===== src/rtl/hall_call_dispatch.sv =====
// Hall-call dispatcher for a two-car group: latches hall buttons, scans them
// round-robin and assigns each call to the cheaper car by distance/direction.
module hall_call_dispatch #(
    parameter int FLOORS = 5,
    parameter int POS_W  = 3
) (
    input  logic              clk,
    input  logic              reset,
    input  logic [FLOORS-1:0] hall_req,
    input  logic [1:0]        car_en,
    input  logic [POS_W-1:0]  car0_pos,
    input  logic [POS_W-1:0]  car1_pos,
    input  logic              car0_up,
    input  logic              car0_dn,
    input  logic              car1_up,
    input  logic              car1_dn,
    input  logic              car0_door,
    input  logic              car1_door,
    output logic [FLOORS-1:0] car0_req,
    output logic [FLOORS-1:0] car1_req,
    output logic [FLOORS-1:0] hall_lamp,
    output logic              busy
);

    typedef enum logic {S_SCAN, S_ASSIGN} state_t;

    localparam logic [POS_W:0] PENALTY = (POS_W+1)'(FLOORS);
    localparam logic [POS_W-1:0] LAST  = POS_W'(FLOORS - 1);

    state_t            state;
    logic [FLOORS-1:0] pending, assigned, owner;
    logic [POS_W-1:0]  ptr, sel;
    logic              tie;

    logic [FLOORS-1:0] clr, cand, sel_hot;
    logic              hit;
    logic [POS_W-1:0]  hit_f;
    logic [POS_W:0]    d0, d1, cost0, cost1;
    logic              away0, away1, pick1, tie_used, abort;

    // owner is bookkeeping only: either car may serve a call
    logic unused_owner;
    assign unused_owner = ^owner;

    assign hall_lamp = pending;
    assign busy      = (state == S_ASSIGN);
    assign cand      = pending & ~assigned;

    always_comb begin
        clr = '0;
        for (int f = 0; f < FLOORS; f++)
            clr[f] = (car0_door && car0_pos == POS_W'(f)) ||
                     (car1_door && car1_pos == POS_W'(f));
    end

    // First candidate at or after ptr, wrapping around
    always_comb begin
        int idx;
        idx   = 0;
        hit   = 1'b0;
        hit_f = '0;
        for (int i = 0; i < FLOORS; i++) begin
            idx = int'(ptr) + i;
            if (idx >= FLOORS) idx = idx - FLOORS;
            if (!hit && cand[idx]) begin
                hit   = 1'b1;
                hit_f = POS_W'(idx);
            end
        end
    end

    always_comb begin
        sel_hot      = '0;
        sel_hot[sel] = 1'b1;
        d0 = (car0_pos > sel) ? {1'b0, car0_pos} - {1'b0, sel} : {1'b0, sel} - {1'b0, car0_pos};
        d1 = (car1_pos > sel) ? {1'b0, car1_pos} - {1'b0, sel} : {1'b0, sel} - {1'b0, car1_pos};
        away0 = (car0_up && sel < car0_pos) || (car0_dn && sel > car0_pos);
        away1 = (car1_up && sel < car1_pos) || (car1_dn && sel > car1_pos);
        cost0 = d0 + (away0 ? PENALTY : '0);
        cost1 = d1 + (away1 ? PENALTY : '0);
        tie_used = 1'b0;
        if (car_en == 2'b01)      pick1 = 1'b0;
        else if (car_en == 2'b10) pick1 = 1'b1;
        else if (cost0 < cost1)   pick1 = 1'b0;
        else if (cost1 < cost0)   pick1 = 1'b1;
        else begin
            pick1    = tie;
            tie_used = 1'b1;
        end
        // a call already gone (cleared before this cycle) must not leave a stale assigned bit
        abort = clr[sel] || !pending[sel] || (car_en == 2'b00);
    end

    always_ff @(posedge clk) begin
        if (reset) begin
            state    <= S_SCAN;
            pending  <= '0;
            assigned <= '0;
            owner    <= '0;
            ptr      <= '0;
            sel      <= '0;
            tie      <= 1'b0;
            car0_req <= '0;
            car1_req <= '0;
        end else begin
            car0_req <= '0;
            car1_req <= '0;
            pending  <= (pending | hall_req) & ~clr;
            assigned <= assigned & ~clr;
            case (state)
                S_SCAN: begin
                    if (car_en != 2'b00 && hit) begin
                        sel   <= hit_f;
                        state <= S_ASSIGN;
                    end
                end
                S_ASSIGN: begin
                    state <= S_SCAN;
                    if (!abort) begin
                        if (pick1) car1_req <= sel_hot;
                        else       car0_req <= sel_hot;
                        assigned[sel] <= 1'b1;
                        owner[sel]    <= pick1;
                        ptr           <= (sel == LAST) ? '0 : sel + 1'b1;
                        if (tie_used) tie <= ~tie;
                    end
                end
                default: state <= S_SCAN;
            endcase
        end
    end

endmodule

===== config.mk =====
export PLATFORM = sky130hd
export DESIGN_NAME = hall_call_dispatch
export DESIGN_NICKNAME = d
export VERILOG_FILES = /design/src/rtl/hall_call_dispatch.sv
export SDC_FILE = /design/constraint.sdc
export NUM_CORES = 1
export LEC_CHECK = 0
export CAP_MARGIN = 40
export CORE_UTILIZATION = 60
export CTS_BUF_LIST = sky130_fd_sc_hd__clkbuf_4 sky130_fd_sc_hd__clkbuf_8
export CTS_CLUSTER_SIZE = 8
export DETAILED_ROUTE_END_ITERATION = 16
export GPL_TIMING_DRIVEN = 0
export MAX_ROUTING_LAYER = met4
export PLACE_DENSITY = 0.9
export RECOVER_POWER = 25
export SYNTH_ARGS = -nofsm -noshare
export SYNTH_HDL_FRONTEND = slang
export SYNTH_SLANG_ARGS = --single-unit

===== constraint.sdc =====
create_clock -name clk -period 13.4 [get_ports clk]
set_input_delay 2.01 -clock clk [delete_from_list [all_inputs] [get_ports clk]]
set_output_delay 2.01 -clock clk [all_outputs]
set_load 0.1 [all_outputs]

# --- Word level (Yosys, flattened, before mapping) ---
# Cells that the tools add are included.
word_totals:
  register_bits: 28
  latchBits: 0
  ram_bits: 0
  romBits: 0
  input_bits: 21
  out_inout_bits: 16
  memories: 0
op_classes:
  addsub: 16
  multipliers: 0
  div: 0
  magnitude_cmp: 20
  eq_ne: 11
  shift: 0
  muxes: 53
  bitwise_logic: 11
  reduce_logical: 43
ops:
  columns: ["operator", "n"]
  rows:
  - ["$lt 32x5->1 const B", 5]
  - ["$mux 32", 5]
  - ["$mux 1", 27]
  - ["$mux 3", 8]
  - ["$bmux 1 s3", 7]
  - ["$logic_and 1x1->1", 20]
  - ["$sub 4x3->5 const B", 4]
  - ["$ge 4x3->1 const B", 4]
  - ["$sub 3x3->4", 4]
  - ["$and 5x5->5", 3]
  - ["$eq 3x2->1 const B", 4]
  - ["$gt 3x3->1", 4]
  - ["$mux 5", 2]
  - ["$not 5->5", 2]
  - ["$or 5x5->5", 2]
  - ["$eq 3x3->1 const B", 3]
  - ["$logic_or 1x1->1", 9]
  - ["$add 3x2->4 const B", 2]
  - ["$add 4x3->4", 2]
  - ["$lt 4x4->1", 2]
  - ["$mux 4", 2]
  - ["$reduce_or 4->1", 2]
  - ["$eq 3x1->1 const B", 2]
  - ["$logic_not 3->1", 2]
  - ["other kinds (18)", 27]

# --- Depth between registers and ports, before layout ---
logic_depth:
  ltp_word: 21
  mapped_depth: 21
  mapped_depth_nobuf: 20

# --- Worst setup path after synthesis ---
# No wires, ideal clock.
synth_timing:
  kind: "input to register"
  from: "input port car0_pos[0]"
  to: "register car1_req[0]"
  t_arrival_ps: 5478
  slack_ps: 7830
  stages: 19
  path_buffers: 0
  path_cell_list: "inv_1 ha_1 inv_1 fa_1 inv_1 fa_1 a31oi_1 mux2_2 ha_1 inv_1 ha_1 nor2b_1 o21ai_0 nand2b_1 a21oi_1 a21oi_1 maj3_1 nand2b_1 nor4_1"
synth_via:
  elab_chain_cells: 12
  elab_cells_between_ends: 38
synth_rtl:
  columns: ["item", "line", "rtl"]
  rows:
  - ["start, declared", "11", "input logic [POS_W-1:0] car0_pos,"]
  - ["$lt 3x3->1 / $gt 3x3->1 (equally long branches)", "77", "away0 = (car0_up && sel < car0_pos) || (car0_dn && sel > car0_pos);"]
  - ["$logic_and 1x1->1", "77", null]
  - ["$logic_or 1x1->1", "77", null]
  - ["$mux 3", "79", "cost0 = d0 + (away0 ? PENALTY : '0);"]
  - ["$add 4x3->4", "79", null]
  - ["$lt 4x4->1", "85", "else if (cost1 < cost0) pick1 = 1'b1;"]
  - ["$mux 1", "85", null]
  - ["$mux 1", "84", "else if (cost0 < cost1) pick1 = 1'b0;"]
  - ["$mux 1", "83", "else if (car_en == 2'b10) pick1 = 1'b1;"]
  - ["$mux 1", "82", "if (car_en == 2'b01) pick1 = 1'b0;"]
  - ["$not 1->1 (no line)", null, null]
  - ["$reduce_or 4->1 (no line) *", null, null]
  - ["end signal, assigned", "120", "if (pick1) car1_req <= sel_hot;"]
  - ["end, declared", "20", "output logic [FLOORS-1:0] car1_req,"]
# Every way passes the cells marked *; elsewhere a longest branch is shown, timed or not. The select of a mux whose other input is x is not followed.
# A chain may end at the register's enable or synchronous reset.

# --- Final worst setup path ---
layout_timing:
  from: "input port car1_pos[0]"
  to: "register car1_req[0]"
layout_via:
  elab_chain_cells: 12
  elab_cells_between_ends: 38
layout_rtl:
  columns: ["item", "line", "rtl"]
  rows:
  - ["start, declared", "12", "input logic [POS_W-1:0] car1_pos,"]
  - ["$lt 3x3->1 / $gt 3x3->1 (equally long branches)", "78", "away1 = (car1_up && sel < car1_pos) || (car1_dn && sel > car1_pos);"]
  - ["$logic_and 1x1->1", "78", null]
  - ["$logic_or 1x1->1", "78", null]
  - ["$mux 3", "80", "cost1 = d1 + (away1 ? PENALTY : '0);"]
  - ["$add 4x3->4", "80", null]
  - ["$lt 4x4->1", "85", null]
  - ["$mux 1", "85", null]
  - ["$mux 1", "84", null]
  - ["$mux 1", "83", null]
  - ["$mux 1", "82", null]
  - ["$not 1->1 (no line)", null, null]
  - ["$reduce_or 4->1 (no line) *", null, null]
# Marked as above.

==> run metrics <==
status finished, final reports clean; setup TNS 0 ns; final hold viol count 0; Die H 72.97 um; initial antenna violation count 0; Tcrit/Tclk final 0.5050; Num Clock Sinks 28; HP Class reg -> reg; n_diodes 0; final slew viol count 0; Die Area 5324 um^2; Tot GR Track Use 0.3765; synthesized area 3022 um^2; post-place setup slack 6.393 ns; worst vdd ir 0.1291 mV; Async SR Flop Fraction 0; first-pass GRT wire length 15.01 mm; main combinational cell family by area after synthesis compound AO/OA/AOI/OAI gates; xor and xnor area share after synthesis 0.02899; compound-cell area share of the yosys netlist 0.2439; Post-synth EDFFs 0; Iter 0 DRT Violations 283; root buf cell clkbuf_8; crit path kind in -> reg; clk slew on worst S/H paths 0.10 ns; worst rel slew slack 0.2141; total congestion overflow 0; synth warn 0; ANT nets after route 0; CP max FO 8; vias per std cell 6.396; reg2reg setup slack 8.15 ns; core area 4786 um^2; Distinct cells, synth 70; DRT Wirelength 9.217 mm; CTS tree yes; Max Cap Violations 0; Hold WS 0.5146 ns; share of layout cells above drive strength 1 0.09048; multiplexer area fraction after synthesis 0.05631; RSZ-0062 raised after global routing false; placed wire-length estimate 7.127 mm; Syn Area/Cell 8.324 um^2; Clk Latency, worst-skew pair 0.28 ns; fin crit period 6.767 ns; fin area 3704 um^2; f_max 147.8 MHz; CTS Buf Count 3; Worst setup SP type input port; largest net degree at the start of global routing 17; Nets 484; Worst EP arrival 6.94 ns; Post-Synth Simple-Gate Area 0.2352; Placed Area 3722 um^2; Main synth FF type dfxtp_1; worst setup margin 6.633 ns; Setup Buffers After CTS 0; Hold-fix buffers, CTS 0; CTS resizes 0; area delta synth->final 22.57%; Worst Tran Pin Value 1.184 ns; Synth Net Count 426; num rows 25; adder-cell share of the synthesized area 0.1971; clock buffer depth 2; H-tree Lvls 1; Mapped Cells 363; WL/cell 18.93 um; Crit. End Element flip-flop; vias in the first global route 3217; port buffer count 36; Initial Util 0.6314; Vias 3115; final core utilization 0.7739; io pins 37; Worst Skew 0.005575 ns; #FFs+latches synth 28; Required @ worst endpoint 13.57 ns; Placer Congestion 0.9422; Die W 72.97 um; Pre-antenna DRT Iters 5; residual DRC count 0; register area share after synthesis 0.1855; P_leak 1.521 nW; PD cells 156.1 nW/um^2; Final Setup Violations 0
[worst max-delay path, stage by stage]
cell and delay [ns]:
clkdlybuf4s50_1 0.59, inv_1 0.07, ha_1 0.21, inv_1 0.08, fa_1 0.16, inv_1 0.06
fa_1 0.35, a31oi_1 0.56, mux2_2 0.43, ha_1 0.23, xnor2_1 0.26, xnor2_1 0.19
ha_1 0.29, o21ai_0 0.09, nand2b_1 0.08, a21oi_1 0.28, a21oi_1 0.08, maj3_1 0.38
nand2b_1 0.25, nor4_1 0.30
[layout make-up]
type,count,area [um^2]
buffer,12,58.81
clock buffer,3,41.29
clock inverter,1,30.03
fill,301,1082
inverter,27,101.3
multi-input combinational,296,2301
sequential,28,560.5
tap,67,83.83
timing repair buffer,53,526.8
[flip-flops by register name, indices dropped and copies added, names as in the netlist]
signal	flops
ptr	3
sel	3
car1_req	5
assigned	5
busy	1
hall_lamp	5
tie	1
car0_req	5
[through the flow]
stage                     instances  total power [mW]
after floorplan                 363            0.3910
final                           487            0.5780
after CTS                       487            0.5686
after detailed placement        483            0.4966
after global routing            487            0.6151
after global placement          466            0.4629
[synth_stat cells (5+ instances only)]
| cell type | count | area share |
|---|---|---|
| o21a_1 | 6 | 0.015 |
| o21ai_0 | 10 | 0.017 |
| a21oi_1 | 17 | 0.028 |
| nand2b_1 | 10 | 0.021 |
| xnor2_1 | 9 | 0.026 |
| nor2_1 | 32 | 0.040 |
| dfxtp_1 | 28 | 0.19 |
| nand2_1 | 28 | 0.035 |
| inv_1 | 25 | 0.031 |
| nand3b_1 | 5 | 0.012 |
| nand3_1 | 8 | 0.013 |
| fa_1 | 8 | 0.053 |
| ha_1 | 34 | 0.14 |
| a21o_1 | 6 | 0.015 |
| nor2b_1 | 16 | 0.033 |
| clkbuf_1 | 6 | 0.0075 |
| a211o_1 | 6 | 0.017 |
| a211oi_1 | 5 | 0.012 |
| a31oi_1 | 5 | 0.010 |
| nor3_1 | 10 | 0.017 |
| mux2i_1 | 8 | 0.027 |
[worst paths after layout]
| kind | start | endpoint | cells past startpoint |
|---|---|---|---|
| setup / recovery | car1_pos[0] | car1_req[0] | 20 |
| hold reg to reg | assigned[1] | assigned[1] | 1 |
| setup reg to reg | sel[1] | car1_req[0] | 18 |
| hold / removal | assigned[1] | assigned[1] | 1 |
[metal layers]
| layer | routed length (um) | global-route usage | vias up | part of all wire |
|---|---|---|---|---|
| li1 | - | - | 1438 | - |
| met1 | 3629 | 0.4342 | 1431 | 0.39 |
| met2 | 4401 | 0.6168 | 193 | 0.48 |
| met3 | 673 | 0.05110 | 53 | 0.073 |
| met4 | 512 | 0.2397 | 0 | 0.056 |
| met5 | 0 | - | - | 0 |
[power breakdown]
| part | switching [mW] | total [mW] | internal (mW) |
|---|---|---|---|
| clock | 0.0282 | 0.0682 | 0.0401 |
| combinational | 0.238 | 0.401 | 0.163 |
| sequential | 0.0172 | 0.109 | 0.0914 |
| total | 0.283 | 0.578 | 0.295 |
[placed cells by master (no fill, tap or decap), drive strengths merged, types with 4 or more instances in the layout]
master,instances
a211o,6
a31oi,5
mux2,4
nor4,4
nor3,10
clkdlybuf4s50,33
xnor2,9
a21oi,17
and3,4
fa,8
dfxtp,28
and2,4
o21ai,11
nand3b,5
buf,14
o22ai,5
ha,34
o21a,6
clkbuf,18
a211oi,6
mux2i,8
nor2,32
a21o,7
nand2,28
nand2b,10
nor2b,17
inv,26
nand3,8
[cell families (layout without fill, tap and decap cells)]
family	Yosys count	after routing
AOI/OAI and AO/OA	96	96
muxes	14	14
xor gates and xnor gates	10	10
DFF	28	28
and+or+nand+nor	133	133
buffers and inverters	39	96
adders and majority gates	43	43
(Power assumes the default switching activity.)
